File: src/rtl/imem_port_arbiter_if.sv
// Bus bundle between the fetch requester, the load/store requester, the
// arbiter and the single-ported program memory.
// slave  : arbiter side (takes requests and memory read data, drives the rest)
// master : requester/memory side
interface imem_port_arbiter_if #(
    parameter int ADDR_W = 32
);
    logic              if_req_i;
    logic [ADDR_W-1:0] if_addr_i;
    logic              if_gnt_o;
    logic              if_rvalid_o;
    logic [31:0]       if_rdata_o;
    logic              if_err_o;

    logic              d_req_i;
    logic              d_we_i;
    logic [3:0]        d_be_i;
    logic [ADDR_W-1:0] d_addr_i;
    logic [31:0]       d_wdata_i;
    logic              d_gnt_o;
    logic              d_rvalid_o;
    logic [31:0]       d_rdata_o;
    logic              d_err_o;

    logic              mem_req_o;
    logic              mem_we_o;
    logic [3:0]        mem_be_o;
    logic [ADDR_W-1:0] mem_addr_o;
    logic [31:0]       mem_wdata_o;
    logic [31:0]       mem_rdata_i;

    modport slave (
        input  if_req_i, if_addr_i,
        input  d_req_i, d_we_i, d_be_i, d_addr_i, d_wdata_i,
        input  mem_rdata_i,
        output if_gnt_o, if_rvalid_o, if_rdata_o, if_err_o,
        output d_gnt_o, d_rvalid_o, d_rdata_o, d_err_o,
        output mem_req_o, mem_we_o, mem_be_o, mem_addr_o, mem_wdata_o
    );

    modport master (
        output if_req_i, if_addr_i,
        output d_req_i, d_we_i, d_be_i, d_addr_i, d_wdata_i,
        output mem_rdata_i,
        input  if_gnt_o, if_rvalid_o, if_rdata_o, if_err_o,
        input  d_gnt_o, d_rvalid_o, d_rdata_o, d_err_o,
        input  mem_req_o, mem_we_o, mem_be_o, mem_addr_o, mem_wdata_o
    );
endinterface

File: src/rtl/imem_port_arbiter.sv
// imem_port_arbiter: shares one single-ported program memory between the
// instruction fetch port and the load/store port, one access per cycle,
// with a one-cycle response stage routing read data back to its owner.
// Out-of-range accesses are granted but answered with an error without
// strobing the memory.
// Optional macro IMEM_ARB_DATA_PRIORITY_EN: data always wins a tie (fixed
// priority, no round-robin pointer); default build is round-robin.
//
// Response owner register:
//   state    | meaning
//   OWN_NONE | no access in flight, no response this cycle
//   OWN_IF   | fetch access in flight, fetch response this cycle
//   OWN_D    | data access in flight, data response this cycle
module imem_port_arbiter #(
    parameter int ADDR_W    = 32,
    parameter int MEM_BYTES = 1024
) (
    input  logic                 clk_i,
    input  logic                 rst_n_i,
    imem_port_arbiter_if.slave   bus
);
    typedef enum logic [1:0] {
        OWN_NONE = 2'd0,
        OWN_IF   = 2'd1,
        OWN_D    = 2'd2
    } owner_t;

    localparam logic [ADDR_W-1:0] LP_MAX_ADDR = ADDR_W'(MEM_BYTES - 4);

    logic   w_if_sel;
    logic   w_d_sel;
    logic   w_if_oor;
    logic   w_d_oor;
    owner_t r_owner;
    owner_t w_owner_nxt;
    logic   r_err;
    logic   w_err_nxt;
    logic   r_wr;
    logic   w_wr_nxt;

    assign w_if_oor = (bus.if_addr_i > LP_MAX_ADDR);
    assign w_d_oor  = (bus.d_addr_i  > LP_MAX_ADDR);

`ifdef IMEM_ARB_DATA_PRIORITY_EN
    // Fixed priority grant: data wins every tie; gated off while in reset.
    always_comb begin
        w_d_sel  = rst_n_i & bus.d_req_i;
        w_if_sel = rst_n_i & bus.if_req_i & ~bus.d_req_i;
    end
`else
    logic r_last_d;

    // Round-robin grant: on a tie the port not served last time wins.
    always_comb begin
        w_if_sel = 1'b0;
        w_d_sel  = 1'b0;
        if (rst_n_i) begin
            if (bus.if_req_i && bus.d_req_i) begin
                w_if_sel = r_last_d;
                w_d_sel  = ~r_last_d;
            end else begin
                w_if_sel = bus.if_req_i;
                w_d_sel  = bus.d_req_i;
            end
        end
    end

    // Remember which port was granted last; fetch wins the first tie.
    always_ff @(posedge clk_i or negedge rst_n_i) begin
        if (!rst_n_i) begin
            r_last_d <= 1'b1;
        end else if (w_if_sel) begin
            r_last_d <= 1'b0;
        end else if (w_d_sel) begin
            r_last_d <= 1'b1;
        end
    end
`endif

    assign bus.if_gnt_o = w_if_sel;
    assign bus.d_gnt_o  = w_d_sel;

    // Drive the memory for an in-range granted access, otherwise all zero.
    always_comb begin
        bus.mem_req_o   = 1'b0;
        bus.mem_we_o    = 1'b0;
        bus.mem_be_o    = 4'h0;
        bus.mem_addr_o  = '0;
        bus.mem_wdata_o = 32'h0;
        if (w_if_sel && !w_if_oor) begin
            bus.mem_req_o  = 1'b1;
            bus.mem_be_o   = 4'hF;
            bus.mem_addr_o = bus.if_addr_i;
        end else if (w_d_sel && !w_d_oor) begin
            bus.mem_req_o   = 1'b1;
            bus.mem_we_o    = bus.d_we_i;
            bus.mem_be_o    = bus.d_be_i;
            bus.mem_addr_o  = bus.d_addr_i;
            bus.mem_wdata_o = bus.d_wdata_i;
        end
    end

    // Capture owner, error and write flag of the access granted this cycle.
    always_comb begin
        w_owner_nxt = OWN_NONE;
        w_err_nxt   = 1'b0;
        w_wr_nxt    = 1'b0;
        if (w_if_sel) begin
            w_owner_nxt = OWN_IF;
            w_err_nxt   = w_if_oor;
        end else if (w_d_sel) begin
            w_owner_nxt = OWN_D;
            w_err_nxt   = w_d_oor;
            w_wr_nxt    = bus.d_we_i;
        end
    end

    // Response stage register; reset drops any in-flight response.
    always_ff @(posedge clk_i or negedge rst_n_i) begin
        if (!rst_n_i) begin
            r_owner <= OWN_NONE;
            r_err   <= 1'b0;
            r_wr    <= 1'b0;
        end else begin
            r_owner <= w_owner_nxt;
            r_err   <= w_err_nxt;
            r_wr    <= w_wr_nxt;
        end
    end

    assign bus.if_rvalid_o = (r_owner == OWN_IF);
    assign bus.if_err_o    = (r_owner == OWN_IF) & r_err;
    assign bus.if_rdata_o  = ((r_owner == OWN_IF) && !r_err) ? bus.mem_rdata_i : 32'h0;

    assign bus.d_rvalid_o  = (r_owner == OWN_D);
    assign bus.d_err_o     = (r_owner == OWN_D) & r_err;
    assign bus.d_rdata_o   = ((r_owner == OWN_D) && !r_err && !r_wr) ? bus.mem_rdata_i : 32'h0;

endmodule

File: src/flat_wrapper.sv
// flat-port wrapper written by rule: the top's interface ports become plain ports
module imem_port_arbiter_flat 
#(
    parameter int ADDR_W    = 32,
    parameter int MEM_BYTES = 1024
)
  (clk_i, rst_n_i, bus_if_req_i, bus_if_addr_i, bus_d_req_i, bus_d_we_i, bus_d_be_i, bus_d_addr_i, bus_d_wdata_i, bus_mem_rdata_i, bus_if_gnt_o, bus_if_rvalid_o, bus_if_rdata_o, bus_if_err_o, bus_d_gnt_o, bus_d_rvalid_o, bus_d_rdata_o, bus_d_err_o, bus_mem_req_o, bus_mem_we_o, bus_mem_be_o, bus_mem_addr_o, bus_mem_wdata_o);
  imem_port_arbiter_if #(.ADDR_W(ADDR_W)) bus_i ();
  input  logic clk_i;
  input  logic rst_n_i;
  input wire logic [$bits(bus_i.if_req_i)-1:0] bus_if_req_i;
  input wire logic [$bits(bus_i.if_addr_i)-1:0] bus_if_addr_i;
  input wire logic [$bits(bus_i.d_req_i)-1:0] bus_d_req_i;
  input wire logic [$bits(bus_i.d_we_i)-1:0] bus_d_we_i;
  input wire logic [$bits(bus_i.d_be_i)-1:0] bus_d_be_i;
  input wire logic [$bits(bus_i.d_addr_i)-1:0] bus_d_addr_i;
  input wire logic [$bits(bus_i.d_wdata_i)-1:0] bus_d_wdata_i;
  input wire logic [$bits(bus_i.mem_rdata_i)-1:0] bus_mem_rdata_i;
  output wire logic [$bits(bus_i.if_gnt_o)-1:0] bus_if_gnt_o;
  output wire logic [$bits(bus_i.if_rvalid_o)-1:0] bus_if_rvalid_o;
  output wire logic [$bits(bus_i.if_rdata_o)-1:0] bus_if_rdata_o;
  output wire logic [$bits(bus_i.if_err_o)-1:0] bus_if_err_o;
  output wire logic [$bits(bus_i.d_gnt_o)-1:0] bus_d_gnt_o;
  output wire logic [$bits(bus_i.d_rvalid_o)-1:0] bus_d_rvalid_o;
  output wire logic [$bits(bus_i.d_rdata_o)-1:0] bus_d_rdata_o;
  output wire logic [$bits(bus_i.d_err_o)-1:0] bus_d_err_o;
  output wire logic [$bits(bus_i.mem_req_o)-1:0] bus_mem_req_o;
  output wire logic [$bits(bus_i.mem_we_o)-1:0] bus_mem_we_o;
  output wire logic [$bits(bus_i.mem_be_o)-1:0] bus_mem_be_o;
  output wire logic [$bits(bus_i.mem_addr_o)-1:0] bus_mem_addr_o;
  output wire logic [$bits(bus_i.mem_wdata_o)-1:0] bus_mem_wdata_o;
  assign bus_i.if_req_i = bus_if_req_i;
  assign bus_i.if_addr_i = bus_if_addr_i;
  assign bus_i.d_req_i = bus_d_req_i;
  assign bus_i.d_we_i = bus_d_we_i;
  assign bus_i.d_be_i = bus_d_be_i;
  assign bus_i.d_addr_i = bus_d_addr_i;
  assign bus_i.d_wdata_i = bus_d_wdata_i;
  assign bus_i.mem_rdata_i = bus_mem_rdata_i;
  assign bus_if_gnt_o = bus_i.if_gnt_o;
  assign bus_if_rvalid_o = bus_i.if_rvalid_o;
  assign bus_if_rdata_o = bus_i.if_rdata_o;
  assign bus_if_err_o = bus_i.if_err_o;
  assign bus_d_gnt_o = bus_i.d_gnt_o;
  assign bus_d_rvalid_o = bus_i.d_rvalid_o;
  assign bus_d_rdata_o = bus_i.d_rdata_o;
  assign bus_d_err_o = bus_i.d_err_o;
  assign bus_mem_req_o = bus_i.mem_req_o;
  assign bus_mem_we_o = bus_i.mem_we_o;
  assign bus_mem_be_o = bus_i.mem_be_o;
  assign bus_mem_addr_o = bus_i.mem_addr_o;
  assign bus_mem_wdata_o = bus_i.mem_wdata_o;
  imem_port_arbiter #(.ADDR_W(ADDR_W), .MEM_BYTES(MEM_BYTES)) u_core (.clk_i(clk_i), .rst_n_i(rst_n_i), .bus(bus_i));
endmodule
File: config.mk
export PLATFORM = sky130hd
export DESIGN_NAME = imem_port_arbiter_flat
export DESIGN_NICKNAME = d
export VERILOG_FILES = /design/src/rtl/imem_port_arbiter_if.sv /design/src/rtl/imem_port_arbiter.sv /design/src/flat_wrapper.sv
export SDC_FILE = /design/constraint.sdc
export NUM_CORES = 1
export LEC_CHECK = 0
export ABC_AREA = 1
export CAP_MARGIN = 20
export CORE_AREA = 4 4 104 106
export CTS_BUF_LIST = sky130_fd_sc_hd__clkbuf_4 sky130_fd_sc_hd__clkbuf_8
export CTS_CLUSTER_DIAMETER = 150
export CTS_CLUSTER_SIZE = 16
export DETAILED_ROUTE_END_ITERATION = 12
export DIE_AREA = 0 0 108 110
export PLACE_DENSITY = 0.7
export SLEW_MARGIN = 20
export SYNTH_ARGS = -nofsm -noshare
export SYNTH_HDL_FRONTEND = slang
export SYNTH_SLANG_ARGS = --single-unit
File: constraint.sdc
create_clock -name clk_i -period 3.6 [get_ports clk_i]
set_input_delay 0.72 -clock clk_i [delete_from_list [all_inputs] [get_ports clk_i]]
set_output_delay 0.72 -clock clk_i [all_outputs]
set_load 0.1 [all_outputs]
Yosys cells after proc, flatten, opt, wreduce, memory -nomap -nowiden

Cells that the tools add are included.

Register bits: 5
Output and inout bits: 140
Input port bits: 137
Logic and storage cells: 46

Order comparisons: 2
Multiplexer cells: 24
Equal/unequal tests: 2
Bitwise gates (word level): 3
Reduce and logical (&&, ||, !) cells: 11

Operator list:

| cell                 | number |
|---|---|
| $mux 32              | 6 |
| $gt 32x10->1 const B | 2 |
| $mux 1               | 14 |
| $mux 4               | 2 |
| $logic_and 1x1->1    | 6 |
| $logic_not 1->1      | 4 |
| $mux 2               | 2 |
| $and 1x1->1          | 2 |
| $eq 2x1->1 const B   | 1 |
| $eq 2x2->1 const B   | 1 |
| $reduce_bool 2->1    | 1 |
| $not 1->1            | 1 |

Depth between registers and ports, before layout

Gate-level depths: netlist of the first run.

Depth in word-level cells: 6
Mapped depth: 9
Depth with buffers taken out: 7

Worst setup path after synthesis of the first run

No wires, ideal clock.

Path kind: register -> output
From: register u_core.r_owner[1]
To: output bus_if_rdata_o[0]
Stages on the path, launching flop included: 5
Data arrival time: 3.523 ns
Required time: 2.880 ns
Path slack: -0.643 ns
Cell sequence: dfrtp_1 nor2_1 nand2_1 clkbuf_1 nor2_1

Longest elaborated chain between the ends: 3

Ends and longest elaborated chain:

| what                      | line                     | RTL |
|---|---|---|
| from (decl)               | imem_port_arbiter.sv:34  | `owner_t r_owner;` |
| from (signal assigned)    | imem_port_arbiter.sv:125 | `r_owner <= w_owner_nxt;` |
| $eq 2x1->1                | -                        |  |
| named net bus_if_rvalid_o | flat_wrapper.sv:20       | `output wire logic [$bits(bus_i.if_rvalid_o)-1:0] bus_if_rvalid_o;` |
| $logic_and 1x1->1         | imem_port_arbiter.sv:133 | `assign bus.if_rdata_o = ((r_owner == OWN_IF) && !r_err) ? bus.mem_rdata_i : 32'h0;` |
| $mux 32                   | imem_port_arbiter.sv:133 |  |
| to (decl)                 | flat_wrapper.sv:21       | `output wire logic [$bits(bus_i.if_rdata_o)-1:0] bus_if_rdata_o;` |

The timed path passes the listed nets, and every way through them passes these cells.

Worst setup path in the final report of the first run

From: input bus_d_addr_i[31]
To: output bus_mem_wdata_o[13]

Longest elaborated chain between the ends: 5

Ends and longest elaborated chain:

| what              | line                    | RTL |
|---|---|---|
| from (decl)       | flat_wrapper.sv:16      | `input wire logic [$bits(bus_i.d_addr_i)-1:0] bus_d_addr_i;` |
| $gt 32x10->1      | imem_port_arbiter.sv:42 | `assign w_d_oor = (bus.d_addr_i > LP_MAX_ADDR);` |
| $logic_not 1->1   | imem_port_arbiter.sv:94 | `end else if (w_d_sel && !w_d_oor) begin` |
| $logic_and 1x1->1 | imem_port_arbiter.sv:94 |  |
| $mux 32           | imem_port_arbiter.sv:94 |  |
| $mux 32           | imem_port_arbiter.sv:90 | `if (w_if_sel && !w_if_oor) begin` |
| to (decl)         | flat_wrapper.sv:31      | `output wire logic [$bits(bus_i.mem_wdata_o)-1:0] bus_mem_wdata_o;` |

Every way passes these cells.

==> summary.txt, run 1 <==
Synthesis
  – Post-synth ARST share: 1.00
  – Post-synthesis area per instance: 5.05 um^2
  – Gate Count Post-Synth: ~330
  – Register area share after synthesis: 0.0767
  – Most instantiated cells after synthesis: 113 x nor2_1, 76 x inv_1, 37 x nand2_1, 22 x buf_4, 22 x nand3_1
  – Area contributors post-synth: nor2_1 26%, inv_1 17%, nor2_4 13%
  – Synth warn: 0
  – Count leader, synth: nor2_1
  – Area leader, netlist: nor2_1
  – Seq cells post-synth: 5
  – Post-synth EDFFs: 0
  – Post-Synthesis Cell Area: 1650 um^2
  – Distinct cell type count after synthesis: 23
  – Synth top area share: 0.257
  – Dominant synthesized flop cell: dfrtp_1

Setup path
  – Crit-path cells: clkdlybuf4s50_1 > or2_0 > nor2_1 > nand2_1 > nor2_2 > nand2_2 > buf_12 > nor2_4 > buf_12
  – Crit path DAT: roughly 2.6 ns
  – Worst path top cell family by delay: simple AND/OR/NAND/NOR gates
  – Crit path buf inv count: 3
  – Slowest Stage Delay on Critical Path: 0.41 ns
  – CP required: 2.88 ns
  – Cell mode on critical path: buf_12
  – Worst-path fanout max: 24
  – Crit. End Element: output port
  – Setup CP Type: primary input to output port
  – Setup crit start kind: primary input
  – CP max stage cell: clkdlybuf4s50_1

Floorplanning
  – I/O pins: approximately 280
  – Die Y: approximately 110 um
  – DIE AREA: 11,900 um^2
  – Placeable core area: 9770 um^2
  – Std cell rows: 36
  – Die width: 108 um
  – Initial Util: 0.169

Detailed routing
  – Vias: 2,697
  – Initial DRC Count: 134
  – Routed Antenna Nets: 0
  – 1st-pass router iterations: 4
  – Routed length per instance: 12.4 um
  – DRC errors left: 0
  – DR vias/cell: 3.80
  – WL final: 8790 um

Global route
  – M3 GR Usage: 0.0565
  – Vias in the first global route: about 2,600
  – Largest net degree at the start of global routing: 33
  – Gr ovfl total: 0
  – Met1 Track Usage GR: 0.119
  – Busiest grt layer: met2
  – Initial antenna violation count: 0
  – Grt met2 use: 0.263
  – First-pass GRT wire length: 12,400 um
  – GRT Total Usage: 0.130

Placed design
  – Placed insts: a little over 700
  – Detailed Place HPWL: 8180 um
  – IO Port Bufs: about 250
  – GPL Wtd Cong: about 0.84
  – Pre-CTS setup slack: 0.250 ns

Timing
  – Tcrit/Tclk final: 0.924
  – Fin crit period: 3.33 ns
  – Slew @ Worst Pin: 1.03 ns
  – Fin. Hold Viols: 0
  – F_max: 300 MHz
  – Slew HR: 0.314
  – # setup viols final: 0
  – RSZ-0062 raised after global routing: false
  – Max-slew violations: 0
  – Min Hold Slack: roughly 0.55 ns
  – Clock skew: 0.00325 ns
  – PnR worst setup slack: 0.272 ns

Power
  – Clock power share: 0.130
  – Seq pwr share: 0.088
  – Pint: 331 uW
  – Net Sw Frac: 0.578
  – Power per Cell Area: around 170 nW/um^2
  – Post-layout total power: 785 uW
  – Combinational share of power: 0.782
  – Pleak: 2.33 nW
  – Worst vdd ir: between 0.09 and 0.1 mV
  – Switching power: 454 uW

Clock network
  – Post-CTS setup buffer count: 0
  – Post-CTS Resized: 0
  – CTS sink count: 5
  – Clock Pin Slew Worst Setup and Hold Paths: 0.04 ns
  – CTS tree: built
  – H-tree depth: 1
  – CTS Buffer Depth: 2
  – Clk_lat worst skew: ~0.22 ns
  – # hold bufs at CTS: 0
  – Root Buffer: clkbuf_8
  – Clock buffer count from CTS: 3

Finish
  – Share of layout cells above drive strength 1: 0.266
  – Fin cells: roughly 710
  – Final #Nets: 714
  – Ant. Diodes: 0
  – Area delta synth->final: 181%

Outcome
  – Status: finished, final reports clean

Flow run
  – Max cap viols: 0

Min path
  – HP Class: flop to flop
[worst paths after layout]
check / startpoint / to / slack [ns] / depth (start not counted)
worst max-delay path: bus_d_addr_i[31] / bus_mem_wdata_o[13] / 0.27 / 9
worst min-delay path: u_core.r_last_d / u_core.r_owner[1] / 0.55 / 1
worst max register to register: u_core.r_last_d / u_core.r_last_d / 2.13 / 7
worst min register to register: u_core.r_last_d / u_core.r_owner[1] / 0.55 / 1
max in group asynchronous: rst_n_i / u_core.r_last_d / 2.60 / 2
min in group asynchronous: rst_n_i / u_core.r_wr / 0.81 / 2
[cell usage in the layout, fill, tap and decap left out]
master | Yosys | layout
a21oi_1 | 2 | 2
buf_12 | 0 | 51
inv_1 | 76 | 76
dfstp_2 | 1 | 1
conb_1 | 1 | 22
nand3_1 | 22 | 22
nand2_1 | 37 | 36
clkbuf_8 | 0 | 3
clkinv_2 | 0 | 1
and3_1 | 2 | 2
buf_4 | 22 | 74
nand3b_1 | 1 | 1
nor2_1 | 113 | 112
nor3_1 | 1 | 1
clkdlybuf4s50_1 | 0 | 136
o21ai_1 | 4 | 4
nor2_4 | 19 | 19
nor2_2 | 1 | 2
o21ai_0 | 2 | 2
dfrtp_1 | 4 | 4
or2_0 | 3 | 3
nand2_2 | 0 | 1
a21oi_2 | 1 | 1
[per-stage QoR]
stage               TNS (ns)   util  instance area, um^2
CTS                        0  0.474                 4640
floorplan              -3.28      -                 1730
global route               0  0.474                 4640
global placement           0  0.470                 4590
detailed placement         0  0.470                 4590
finish                     0  0.474                 4640
[registers in the layout (all words and copies together) (netlist names)]
name,flops
u_core.r_wr,1
u_core.r_last_d,1
u_core.r_err,1
u_core.r_owner,2
[layer usage]
layer / vias to the layer above / wire (um)
li1: 1381 / -
met1: 1135 / 2630
met2: 177 / 4820
met3: 4 / 1270
met4: 0 / 73
met5: - / 0
[cells by family (layout without fill, tap and decap cells)]
group,Yosys count,in the layout,synth area share
compound gates,9,9,0.0296
buf+inv,112,341,0.323
flops,5,5,0.0767
other cells,1,22,0.00228
simple gates,199,199,0.569
[power groups by stage]
stage | Clock (mW) | Combinational [mW] | Sequential [mW]
after floorplan | 0 | 0.412 | 0.0677
after global placement | 0 | 0.610 | 0.0696
after detailed placement | 0 | 0.615 | 0.0699
after CTS | 0.105 | 0.616 | 0.0692
after global routing | 0.112 | 0.641 | 0.0701
final | 0.102 | 0.614 | 0.0692
[final cells by class]
cell class,instances,area [um^2]
fill,942,5140
timing repair buffer,261,2940
multi-input combinational,230,1070
inverter,76,285
tap,133,166
sequential,5,126
clock buffer,3,41.3
clock inverter,1,5.00
Power figures use the tool's default switching activity.
==> run 2: changes to the inputs <==
Settings changed: CORE_AREA 4 4 104 106 to 4 4 106 108, DIE_AREA 0 0 108 110 to 0 0 110 112, GPL_TIMING_DRIVEN set to 1, PLACE_DENSITY 0.7 to 0.68.
Clock period 3.6 ns to 3.1 ns, I/O delays scaled along.
==> run 2 against run 1 <==
Effect of this change:
- clock skew down 0.0023 ns
- combinational power up 29%
- wire length up 6.8%
- largest cell class unchanged
- cell count up 0.99%
- highest routed layer unchanged
- die area up 3.7%
==> summary.txt, run 2 (same netlist as run 1, synthesis figures left out) <==
Setup path
  – Crit path buf inv count: 3
  – Worst path top cell family by delay: buffers and inverters
  – Crit-path cells: clkdlybuf4s50_1 > or2_0 > nor2_1 > nand2_1 > nor2_2 > nand2_2 > buf_12 > o21ai_2 > buf_12
  – CP required: 2.48 ns
  – Slowest Stage Delay on Critical Path: around 0.40 ns
  – Crit. End Element: output port
  – Crit path DAT: 2.34 ns
  – Cell mode on critical path: buf_12
  – CP max stage cell: clkdlybuf4s50_1
  – Setup crit start kind: primary input
  – Worst-path fanout max: 25
  – Setup CP Type: primary input to output port

Timing
  – F_max: 337 MHz
  – Tcrit/Tclk final: 0.956
  – # setup viols final: 0
  – Max-slew violations: 0
  – Fin crit period: roughly 3 ns
  – Setup TNS: 0 ns
  – RSZ-0062 raised after global routing: false
  – Fin. Hold Viols: 0
  – Clock skew: about 0.00091 ns

Detailed routing
  – Routed length per instance: roughly 13 um
  – WL final: 9390 um
  – DR vias/cell: between 3 and 4
  – DRC errors left: 0
  – 1st-pass router iterations: 4
  – Initial DRC Count: 90
  – Routed Antenna Nets: 0
  – Vias: 2,750

Clock network
  – Clock buffer count from CTS: 3
  – CTS Buffer Depth: 2
  – CTS tree: built
  – Post-CTS Resized: 0
  – Clock Pin Slew Worst Setup and Hold Paths: 0.03 ns
  – CTS sink count: 5
  – H-tree depth: 1
  – Post-CTS setup buffer count: 0
  – # hold bufs at CTS: 0
  – Root Buffer: clkbuf_8
  – Clk_lat worst skew: about 0.22 ns

Power
  – Worst vdd ir: 0.106 mV
  – Post-layout total power: roughly 1000 uW
  – Pint: 442 uW
  – Power per Cell Area: roughly 190 nW/um^2
  – Switching power: 558 uW
  – Clock power share: 0.127
  – Pleak: approximately 2.5 nW
  – Combinational share of power: 0.795
  – Seq pwr share: 0.079
  – Net Sw Frac: 0.558

Floorplanning
  – Die width: roughly 110 um
  – I/O pins: 277
  – Std cell rows: 37
  – DIE AREA: about 12,000 um^2
  – Placeable core area: 10,200 um^2
  – Initial Util: 0.161
  – Die Y: 112 um

Finish
  – Ant. Diodes: 0
  – Final core occ: 0.522
  – Fin cells: 716
  – Max reg flops: 2
  – Most frequent cells in the layout: 136 x clkdlybuf4s50_1, 85 x buf_12, 76 x inv_1, 68 x nor2_1, 44 x buf_4
  – Area delta synth->final: 224%
  – Share of layout cells above drive strength 1: 0.355
  – Most common cell after layout, fill and taps aside: clkdlybuf4s50_1
  – Final #Nets: a little over 700
  – Top reg by flops: u_core.r_owner

Placed design
  – IO Port Bufs: 254
  – Placed insts: 712
  – GPL Wtd Cong: approximately 0.81
  – Detailed Place HPWL: 8830 um

Global route
  – Gr ovfl total: 0
  – First-pass GRT wire length: 13,900 um
  – Initial antenna violation count: 0
  – GRT Total Usage: 0.141
  – Vias in the first global route: 2,882
  – Largest net degree at the start of global routing: 33

Outcome
  – Status: finished, final reports clean

Flow run
  – Max cap viols: 0

Min path
  – HP Class: flop to flop
==> run 2: cell types whose count changed in the layout (fill, tap and decap cells not counted), sizes merged <==
cell / previous run / this run
buf: 125 / 129
clkbuf: 3 / 4
clkinv: 1 / 0
==> run 2: layer usage <==
| layer | vias to the layer above | share of wire | track usage |
|---|---|---|---|
| met5 | - | 0 | 0 |
| met3 | 12 | 0.14 | 0.0557 |
| met4 | 0 | 0.015 | 0.0374 |
| met2 | 173 | 0.53 | 0.280 |
| li1 | 1389 | - | - |
| met1 | 1176 | 0.31 | 0.128 |
==> run 2: area by class of cell <==
| type | instances | area [um^2] |
|---|---|---|
| Timing Repair Buffer | 265 | 3390 |
| Multi-Input combinational cell | 230 | 1320 |
| Inverter | 76 | 285 |
| Sequential cell | 5 | 126 |
| Tap cell | 136 | 170 |
| Clock buffer | 4 | 48.8 |
| Fill cell | 946 | 4890 |
==> run 2: worst reg2reg max path, delay by kind of cell (launching register included) <==
kind	cells	cell delay (ns)
compound gates	1	0.17
flops	1	0.55
simple gates	2	0.26
buf+inv	3	0.33
==> run 2: per-stage QoR <==
stage	instance area (um^2)	setup WS (ns)	hold slack, ns
after global routing	5350	0.000658	0.597
after CTS	5350	0.114	0.567
final	5350	0.135	0.565
after global placement	5300	0.135	0.532
after detailed placement	5300	0.116	0.561
after floorplan	1980	-0.370	0.324
==> run 2: path summary, 6_finish.rpt <==
check	endpoint	start	slack (ns)	cells after the start
worst min register to register	u_core.r_owner[1]	u_core.r_last_d	0.57	1
max in group asynchronous	u_core.r_last_d	rst_n_i	2.18	2
min in group asynchronous	u_core.r_owner[0]	rst_n_i	0.72	2
worst max-delay path	bus_mem_be_o[1]	bus_d_addr_i[31]	0.14	9
worst max register to register	u_core.r_err	u_core.r_last_d	1.71	6
worst min-delay path	u_core.r_owner[1]	u_core.r_last_d	0.57	1
==> run 2: power by group through the flow <==
| stage | Sequential (mW) | Clock [mW] | Combinational (mW) |
|---|---|---|---|
| final | 0.0788 | 0.127 | 0.794 |
| after global routing | 0.0796 | 0.134 | 0.827 |
| after CTS | 0.0789 | 0.131 | 0.799 |
| after detailed placement | 0.0796 | 0 | 0.797 |
| after global placement | 0.0796 | 0 | 0.790 |
| after floorplan | 0.0786 | 0 | 0.509 |
